==> src/rtl/refill_pkg.sv <==
// Shared constants, state encoding and field widths for the cache line-fill controller.
package refill_pkg;

  localparam int BLOCK_WIDTH    = 8;
  localparam int OFFSET_BITS    = 3;
  localparam int INDEX_BITS     = 6;
  localparam int TIMEOUT_CYCLES = 255;
  localparam int TAG_BITS       = 32 - OFFSET_BITS - INDEX_BITS;

  typedef enum logic [1:0] {
    IDLE = 2'd0,
    REQ  = 2'd1,
    FILL = 2'd2,
    GAP  = 2'd3
  } refill_state_t;

endpackage

==> src/rtl/refill_watchdog.sv <==
// Idle-cycle watchdog: counts while running, restarts on every beat, flags expiry.
module refill_watchdog
  import refill_pkg::*;
#(
  parameter int LIMIT = TIMEOUT_CYCLES
) (
  input  logic clock,
  input  logic rst,
  input  logic run,
  input  logic beat,
  output logic expired
);

  localparam int W = $clog2(LIMIT + 1);

  logic [W-1:0] count;

  always_ff @(posedge clock) begin
    if (rst || !run || beat) begin
      count <= '0;
    end else begin
      count <= count + W'(1);
    end
  end

  // Fires on the LIMIT-th consecutive beat-free cycle so the abort lands LIMIT cycles after the request.
  assign expired = run && !beat && (count == W'(LIMIT - 1));

endmodule

==> src/rtl/cache_refill_ctrl.sv <==
// Line-fill initiator: one block read per miss, writes beats into the data RAM,
// validates the tag on the last beat, forwards the critical word, aborts on DRAM timeout.
module cache_refill_ctrl
  import refill_pkg::*;
(
  input  logic                   clock,
  input  logic                   rst,
  input  logic                   miss_req,
  input  logic [31:0]            miss_address,
  output logic                   refill_busy,
  output logic                   refill_done,
  output logic                   refill_err,
  output logic                   crit_vld,
  output logic [31:0]            crit_data,
  output logic                   dram_rd_req,
  output logic [31:0]            dram_rd_address,
  input  logic                   dram_rd_vld,
  input  logic [31:0]            dram_rd_data,
  output logic                   line_wr_en,
  output logic [INDEX_BITS-1:0]  line_wr_index,
  output logic [OFFSET_BITS-1:0] line_wr_word,
  output logic [31:0]            line_wr_data,
  output logic                   tag_wr_en,
  output logic [TAG_BITS-1:0]    tag_wr_tag,
  output logic [1:0]             dbg_state
);

  refill_state_t          state, state_n;
  logic [31:0]            addr_q;
  logic [OFFSET_BITS-1:0] beat_cnt;
  logic                   active, beat, last_beat, expired, accept, is_crit;

  // Handshake: dram_rd_req is a level held from REQ through FILL; each cycle with
  // dram_rd_vld=1 in those states is one beat, consumed unconditionally (no back-pressure).
  assign active    = (state == REQ) || (state == FILL);
  assign beat      = active && dram_rd_vld;
  assign last_beat = beat && (beat_cnt == OFFSET_BITS'(BLOCK_WIDTH - 1));
  assign is_crit   = (beat_cnt == addr_q[OFFSET_BITS-1:0]);

  refill_watchdog #(.LIMIT(TIMEOUT_CYCLES)) u_watchdog (
    .clock   (clock),
    .rst     (rst),
    .run     (active),
    .beat    (beat),
    .expired (expired)
  );

  always_ff @(posedge clock) begin
    if (rst) begin
      state <= IDLE;
    end else begin
      state <= state_n;
    end
  end

  always_comb begin
    state_n = state;
    accept  = 1'b0;
    case (state)
      IDLE: begin
        if (miss_req) begin
          state_n = REQ;
          accept  = 1'b1;
        end
      end
      REQ, FILL: begin
        if (last_beat) begin
          state_n = GAP;
        end else if (beat) begin
          state_n = FILL;
        end else if (expired) begin
          state_n = GAP;
        end
      end
      GAP:     state_n = IDLE;
      default: state_n = IDLE;
    endcase
  end

  always_ff @(posedge clock) begin
    if (rst) begin
      addr_q       <= '0;
      beat_cnt     <= '0;
      line_wr_en   <= 1'b0;
      line_wr_word <= '0;
      line_wr_data <= '0;
      crit_vld     <= 1'b0;
      crit_data    <= '0;
      tag_wr_en    <= 1'b0;
      tag_wr_tag   <= '0;
      refill_done  <= 1'b0;
      refill_err   <= 1'b0;
    end else begin
      line_wr_en  <= beat;
      crit_vld    <= beat && is_crit;
      tag_wr_en   <= last_beat;
      refill_done <= last_beat;
      refill_err  <= expired;
      if (accept) begin
        addr_q   <= miss_address;
        beat_cnt <= '0;
      end
      if (beat) begin
        line_wr_word <= beat_cnt;
        line_wr_data <= dram_rd_data;
        beat_cnt     <= beat_cnt + OFFSET_BITS'(1);
        if (is_crit) begin
          crit_data <= dram_rd_data;
        end
      end
      if (last_beat) begin
        tag_wr_tag <= addr_q[31:OFFSET_BITS+INDEX_BITS];
      end
    end
  end

  assign dram_rd_req     = active;
  assign dram_rd_address = {addr_q[31:OFFSET_BITS], {OFFSET_BITS{1'b0}}};
  assign line_wr_index   = addr_q[OFFSET_BITS+INDEX_BITS-1:OFFSET_BITS];
  assign refill_busy     = (state != IDLE);
  assign dbg_state       = state;

endmodule

==> config.mk <==
export PLATFORM = sky130hd
export DESIGN_NAME = cache_refill_ctrl
export DESIGN_NICKNAME = d
export VERILOG_FILES = /design/src/rtl/refill_pkg.sv /design/src/rtl/refill_watchdog.sv /design/src/rtl/cache_refill_ctrl.sv
export SDC_FILE = /design/constraint.sdc
export NUM_CORES = 1
export LEC_CHECK = 0
export ABC_AREA = 1
export ABC_CLOCK_PERIOD_IN_PS = 2100
export BUFFER_PORTS_ARGS = -buffer_cell sky130_fd_sc_hd__buf_2
export CORE_MARGIN = 8
export CORE_UTILIZATION = 45
export DETAILED_ROUTE_END_ITERATION = 8
export HOLD_SLACK_MARGIN = 0.06
export PLACE_DENSITY = 0.85
export REMOVE_ABC_BUFFERS = 1
export SLEW_MARGIN = 10
export SYNTH_ARGS = -nofsm -noshare
export SYNTH_HDL_FRONTEND = slang
export SYNTH_HIERARCHICAL = 1
export SYNTH_SLANG_ARGS = --single-unit
==> constraint.sdc <==
create_clock -name clock -period 2.1 [get_ports clock]
set_input_delay 0 -clock clock [delete_from_list [all_inputs] [get_ports clock]]
set_output_delay 0 -clock clock [all_outputs]
set_load 0.03 [all_outputs]
* Word level (Yosys, flattened, before mapping)
Cells that the tools add are included.
Cells by class: add/sub/neg operators 2, multiply operators 0, div/mod/pow operators 0, $lt $le $gt $ge 0, equality and inequality tests 8, shifts and indexed selects 0, mux-type cells 9, bitwise logic cells 0, reductions and logical operators 16
Operator list (count):
- $add 8x1->8 const B | 1
- $eq 8x8->1 const B | 1
- $mux 2 | 4
- $mux 3 | 2
- $pmux 2 s3 | 1
- $logic_and 1x1->1 | 5
- $eq 2x2->1 const B | 2
- $ne 4x4->1 const B | 1
- $reduce_and 2->1 | 2
- $reduce_bool 2->1 | 2
- $add 3x1->3 const B | 1
- $eq 3x3->1 | 1
- $eq 3x3->1 const B | 1
- $logic_or 1x1->1 | 3
- $eq 2x1->1 const B | 1
- $logic_not 1->1 | 2
- $logic_not 2->1 | 1
- $mux 1 | 2
- $ne 2x2->1 const B | 1
- $reduce_or 2->1 | 1
Word-level totals: register bits 139, latch bits 0, RAM bits 0, memory bits (read-only) 0, bits of input ports 68, output and inout bits 137, word-level logic and storage cells 47, memories 0

* Logic depth before layout (Yosys ltp)
word-level depth 10, gate-level depth with buffers 16, gate-level depth less buffers 14

* Hierarchy
Netlist, hierarchy kept.
Modules (own cells, without submodules):
- cache_refill_ctrl | instances 1, cells an instance 670, area each 5207.5 um^2, seq. area each 2622.5 um^2
- refill_watchdog | instances 1, cells an instance 49, area each 406.6 um^2, seq. area each 160.2 um^2

* Worst setup path after synthesis
No wires, ideal clock.
kind register to register, start point reg state[0], in the netlist dbg_state[0], end point reg state[0], in the netlist dbg_state[0], library setup time 128 ps, arrival time 2370 ps, data required time 1972 ps, path slack -398 ps, cell stages (with the launch flop) 17, path buffers 2, clock period less this slack 2498 ps, cells stage by stage dfxtp_1 > inv_1 > ha_1 > nand2_2 > inv_2 > buf_4 > buf_2 > inv_1 > nand2_2 > nor3b_2 > inv_1 > nand3b_1 > o21ai_0 > inv_1 > nand2_1 > nand2_1 > nor2_1
Between the ends: cells in the longest elaborated chain, start to end 8, elaborated cells on any way between the ends 17, those cells by class 5 x eq/ne; 3 x mux; 9 x reduce/logical
Ends and longest elaborated chain:
- from (decl) | RTL line cache_refill_ctrl.sv:28 | refill_state_t state, state_n;
- from (signal assigned) | RTL line cache_refill_ctrl.sv:52 | state <= state_n;
- $eq 2x1->1 / $eq 2x2->1 (equally long branches) | RTL line cache_refill_ctrl.sv:35 | assign active = (state == REQ) || (state == FILL);
- $logic_or 1x1->1 (*) | RTL line cache_refill_ctrl.sv:35
- named net dram_rd_req | RTL line cache_refill_ctrl.sv:15 | output logic dram_rd_req,
- $logic_and 1x1->1 (*) | RTL line cache_refill_ctrl.sv:36 | assign beat = active && dram_rd_vld;
- named net beat | RTL line cache_refill_ctrl.sv:31 | logic active, beat, last_beat, expired, accept, is_crit;
- $logic_not 1->1 (*) | RTL line refill_watchdog.sv:27 | assign expired = run && !beat && (count == W'(LIMIT - 1));
- $logic_and 1x1->1 (*) (2 in series) | RTL line refill_watchdog.sv:27
- named net expired | RTL line cache_refill_ctrl.sv:31
- $ne 4x4->1 (no source line) (*)
- $reduce_and 2->1 (no source line) (*)
The timed path passes the listed nets; every way through them passes the cells marked *. A chain may end at the register's enable or synchronous reset.

* Final worst setup path
start point reg state[0], in the netlist dbg_state[0], end point reg addr_q[16]
Between the ends: cells in the longest elaborated chain, start to end 2
Ends and longest elaborated chain:
- $logic_not 2->1 | RTL line cache_refill_ctrl.sv:59 | case (state)
- $mux 1 | RTL line cache_refill_ctrl.sv:59
- to (signal assigned) | RTL line cache_refill_ctrl.sv:100 | addr_q <= miss_address;
- to (decl) | RTL line cache_refill_ctrl.sv:29 | logic [31:0] addr_q;
Every way passes these cells.

==> results.py <==
metrics = {
    "run_status": {
        "outcome": "complete, no violations",
    },
    "layout": {
        "fin_area_um2": 7870,
        "multi_input_area_um2": 2090,
        "layout-drive-gt1-share_pct": 27.7,
        "fillCellCount": 1029,
        "ff_latch_area_um2": 2780,
        "area_growth_syn_to_layout_pct": 40.2,
        "final_nets": 1015,
    },
    "synthesis": {
        "ys_seq_area_share_pct": 49.6,
        "synth.avg_cell_area_um2": 7.81,
        "yosysTopAreaCellShare_pct": 49.6,
        "synth_warnings": 6,
        "syn-cell-area_um2": 5610,
        "ys_types": 25,
        "synthTopCellsByArea": "dfxtp_1 50%, a21oi_1 8.6%, nor2_1 7.1%, o21ai_0 6.2%, buf_4 5.7%",
        "synth_largest_area_cell": "dfxtp_1",
        "synth_cells": 719,
        "synth-seq-cells": 139,
    },
    "route": {
        "drt-total-wl_mm": 17.2,
        "drc": 0,
        "dr.pass1.iters": 5,
        "detail-route-antenna-nets": 0,
        "viasPerCell": 4.93,
        "vias": 5564,
        "wl_per_cell_um": 15.2,
        "drt-initial-drc-count": 303,
    },
    "power": {
        "p_leak_nw": 3.75,
        "combPwrFrac_pct": 40.6,
        "total_power_mw": 12.0,
        "p_sw_mw": 4.99,
        "seqPwrFrac_pct": 31.4,
        "vdd_drop_max_mv": 0.854,
        "power_density_nw_per_um2": 1520,
        "p_sw_share_pct": 41.7,
        "internal_power_mw": 6.99,
        "clockPowerShare_pct": 28.0,
    },
    "worst_setup_path": {
        "cp.required_ps": 2420,
        "end_kind": "flip-flop",
        "worstPathArrival_ps": 2250,
        "crit_type": "reg2reg",
        "r2r-end": "addr_q[16]$_SDFFE_PP0P_",
        "worst-r2r-cell-count": 7,
        "crit_path_max_fanout": 37,
        "endpoint": "addr_q[16]$_SDFFE_PP0P_",
        "crit_path_start_kind": "flip-flop",
        "crit_start": "dbg_state[0]$_SDFFE_PP0P_",
        "reg2reg_from": "dbg_state[0]$_SDFFE_PP0P_",
        "r2r_slack_ps": 170,
    },
    "cts": {
        "cts_tree": "done",
        "clk_latency_ps": 410,
        "cts.path.max_buffers": 2,
        "root_buffer": "clkbuf_16",
        "numCtsBuffers": 17,
        "cts.sinks": 139,
        "cts-htree-levels": 4,
        "cts.clk_slew.worst_paths_ps": 60,
    },
    "floorplanning": {
        "start_util_pct": 45.2,
        "rows": 41,
        "dieArea_um2": 16300,
        "coreArea_um2": 12400,
        "ioPinCount": 205,
        "die_w_um": 128,
        "dieHeight_um": 128,
    },
    "grt": {
        "grt_usage_pct": 21.1,
        "grt_pass1_wl_mm": 27.7,
        "grt_max_degree": 66,
        "grt_pass1_vias": 5522,
        "overflow": 0,
        "grt_antenna_before_repair": 1,
    },
    "timing": {
        "rsz0062_at_grt": "false",
        "finalSetupViolCount": 0,
        "fin_crit_sh_pct": 91.8,
        "finalHoldViolCount": 0,
        "tightest_slew_ps": 1050,
        "max_slew_margin_pct": 29.9,
        "slew_violations": 0,
        "period_needed_ps": 1930,
        "setup_tns_ps": 0,
        "clock.fmax_ghz": 0.519,
        "finalClockSkew_ps": 5.65,
    },
    "job": {
        "drv_cap": 0,
    },
    "placement": {
        "dp_hpwl_mm": 9.99,
        "placed_cell_area_um2": 6410,
        "io_buffer_count": 201,
        "gp_congestion": 0.808,
    },
    "hold_path": {
        "holdCritStartpoint": "dram_rd_data[4]",
        "hold_class": "in2reg",
    },
}
==> stage by stage <==
stage	hold slack [ps]	setup WS (ps)	utilization (%)	std cells
final	377	173	63.4	1129
after global routing	387	24.4	63.4	1127
after CTS	355	155	63.3	1126
after detailed placement	258	177	51.6	1016
after global placement	249	218	51.6	1016
after floorplan	69.1	-1200	-	632
==> cells in the mapped netlist <==
library cell / instances
nand3_2: 1
ha_1: 6
nor2_4: 3
clkbuf_1: 20
inv_2: 2
buf_6: 6
nand2_2: 5
nand3b_1: 1
nor2_1: 106
o21ai_0: 70
o21bai_2: 1
buf_4: 43
nand3_1: 58
buf_1: 4
buf_2: 16
nand2_1: 79
nor3b_2: 2
o22ai_1: 1
conb_1: 1
a21oi_1: 97
inv_1: 52
dfxtp_1: 139
nor3_2: 1
nor2_2: 3
o31ai_1: 2
==> area by class of cell <==
class	count	share of cell area, %
diodes	3	0.0953
clock buffers	22	6.15
clock inverters	10	2.35
inverters	54	2.57
multi-input cells	439	26.5
flip-flops and latches	139	35.3
well taps	172	2.73
repair buffers	290	24.3
==> cells in the final DEF, fill, tap and decap left out, types with 3 or more instances in the layout <==
cell,synthesis,final
buf_2,16,201
dlygate4sd3_1,0,78
buf_12,0,3
inv_1,52,51
nand2_2,5,5
ha_1,6,5
dfxtp_1,139,139
nor2_4,3,4
nor2_1,106,105
nor2_2,3,3
buf_4,43,7
bufinv_16,0,5
o21ai_0,70,69
diode_2,0,3
nand2_1,79,79
clkbuf_8,0,4
conb_1,1,3
clkbuf_16,0,17
nand3_1,58,58
inv_2,2,3
a21oi_1,97,97
==> kinds of logic after synthesis <==
kind of cell               after synthesis  synth area share [%]
AOI/OAI and AO/OA                      171                  15.5
DFF                                    139                  49.6
buffers and inverters                  143                  13.6
other                                    1                0.0668
and+or+nand+nor                        259                  20.0
adders and majority gates                6                  1.34
==> power groups by stage <==
stage | sequential [mW] | clock [mW] | combinational [mW]
final | 3.76 | 3.35 | 4.86
after detailed placement | 3.78 | 0 | 4.66
after floorplan | 5.12 | 0 | 1.77
after global routing | 3.84 | 3.53 | 5.30
after CTS | 3.74 | 3.40 | 4.83
after global placement | 3.76 | 0 | 4.58
==> worst min-delay path by stage <==
stage                              endpoint  slack (ps)  depth (start not counted)
3_5_place_dp   line_wr_data[4]$_SDFFE_PP0P_         260                          3
4_1_cts             addr_q[17]$_SDFFE_PP0P_         350                          4
5_1_grt             addr_q[10]$_SDFFE_PP0P_         390                          4
3_3_place_gp         addr_q[7]$_SDFFE_PP0P_         250                          3
2_1_floorplan      beat_cnt[0]$_SDFFE_PP0P_          70                          1
6_report       line_wr_data[4]$_SDFFE_PP0P_         380                          4
==> metal layers <==
| metal | global-route usage, % | vias up | share of wire (%) |
|---|---|---|---|
| met3 | 7.53 | 52 | 7.7 |
| met5 | 0 | - | 0 |
| met1 | 22.3 | 2548 | 38 |
| met4 | 12.0 | 0 | 3.8 |
| li1 | - | 2726 | - |
| met2 | 36.0 | 238 | 50 |
==> state kept, by name, indices dropped and copies added (netlist names) <==
register	count
tag_wr_tag	23
tag_wr_en	1
beat_cnt	3
crit_vld	1
addr_q	32
line_wr_data	32
refill_err	1
u_watchdog/count	8
line_wr_word	3
dbg_state	2
crit_data	32
line_wr_en	1
==> critical path, stage by stage (launching register included) <==
cell and delay, ps:
dfxtp_1 350, inv_1 70, ha_2 190, nand2_1 120
buf_6 270, o21ai_0 110, dlygate4sd3_1 580, nor2_1 160
==> what timing repair did <==
item	in CTS	in global routing
setup endpoints to repair	0	13
setup buffers	0	0
hold buffers	78	0
resized for setup	0	3
endpoints found under the hold margin	104	0
Power figures use the tool's default switching activity.
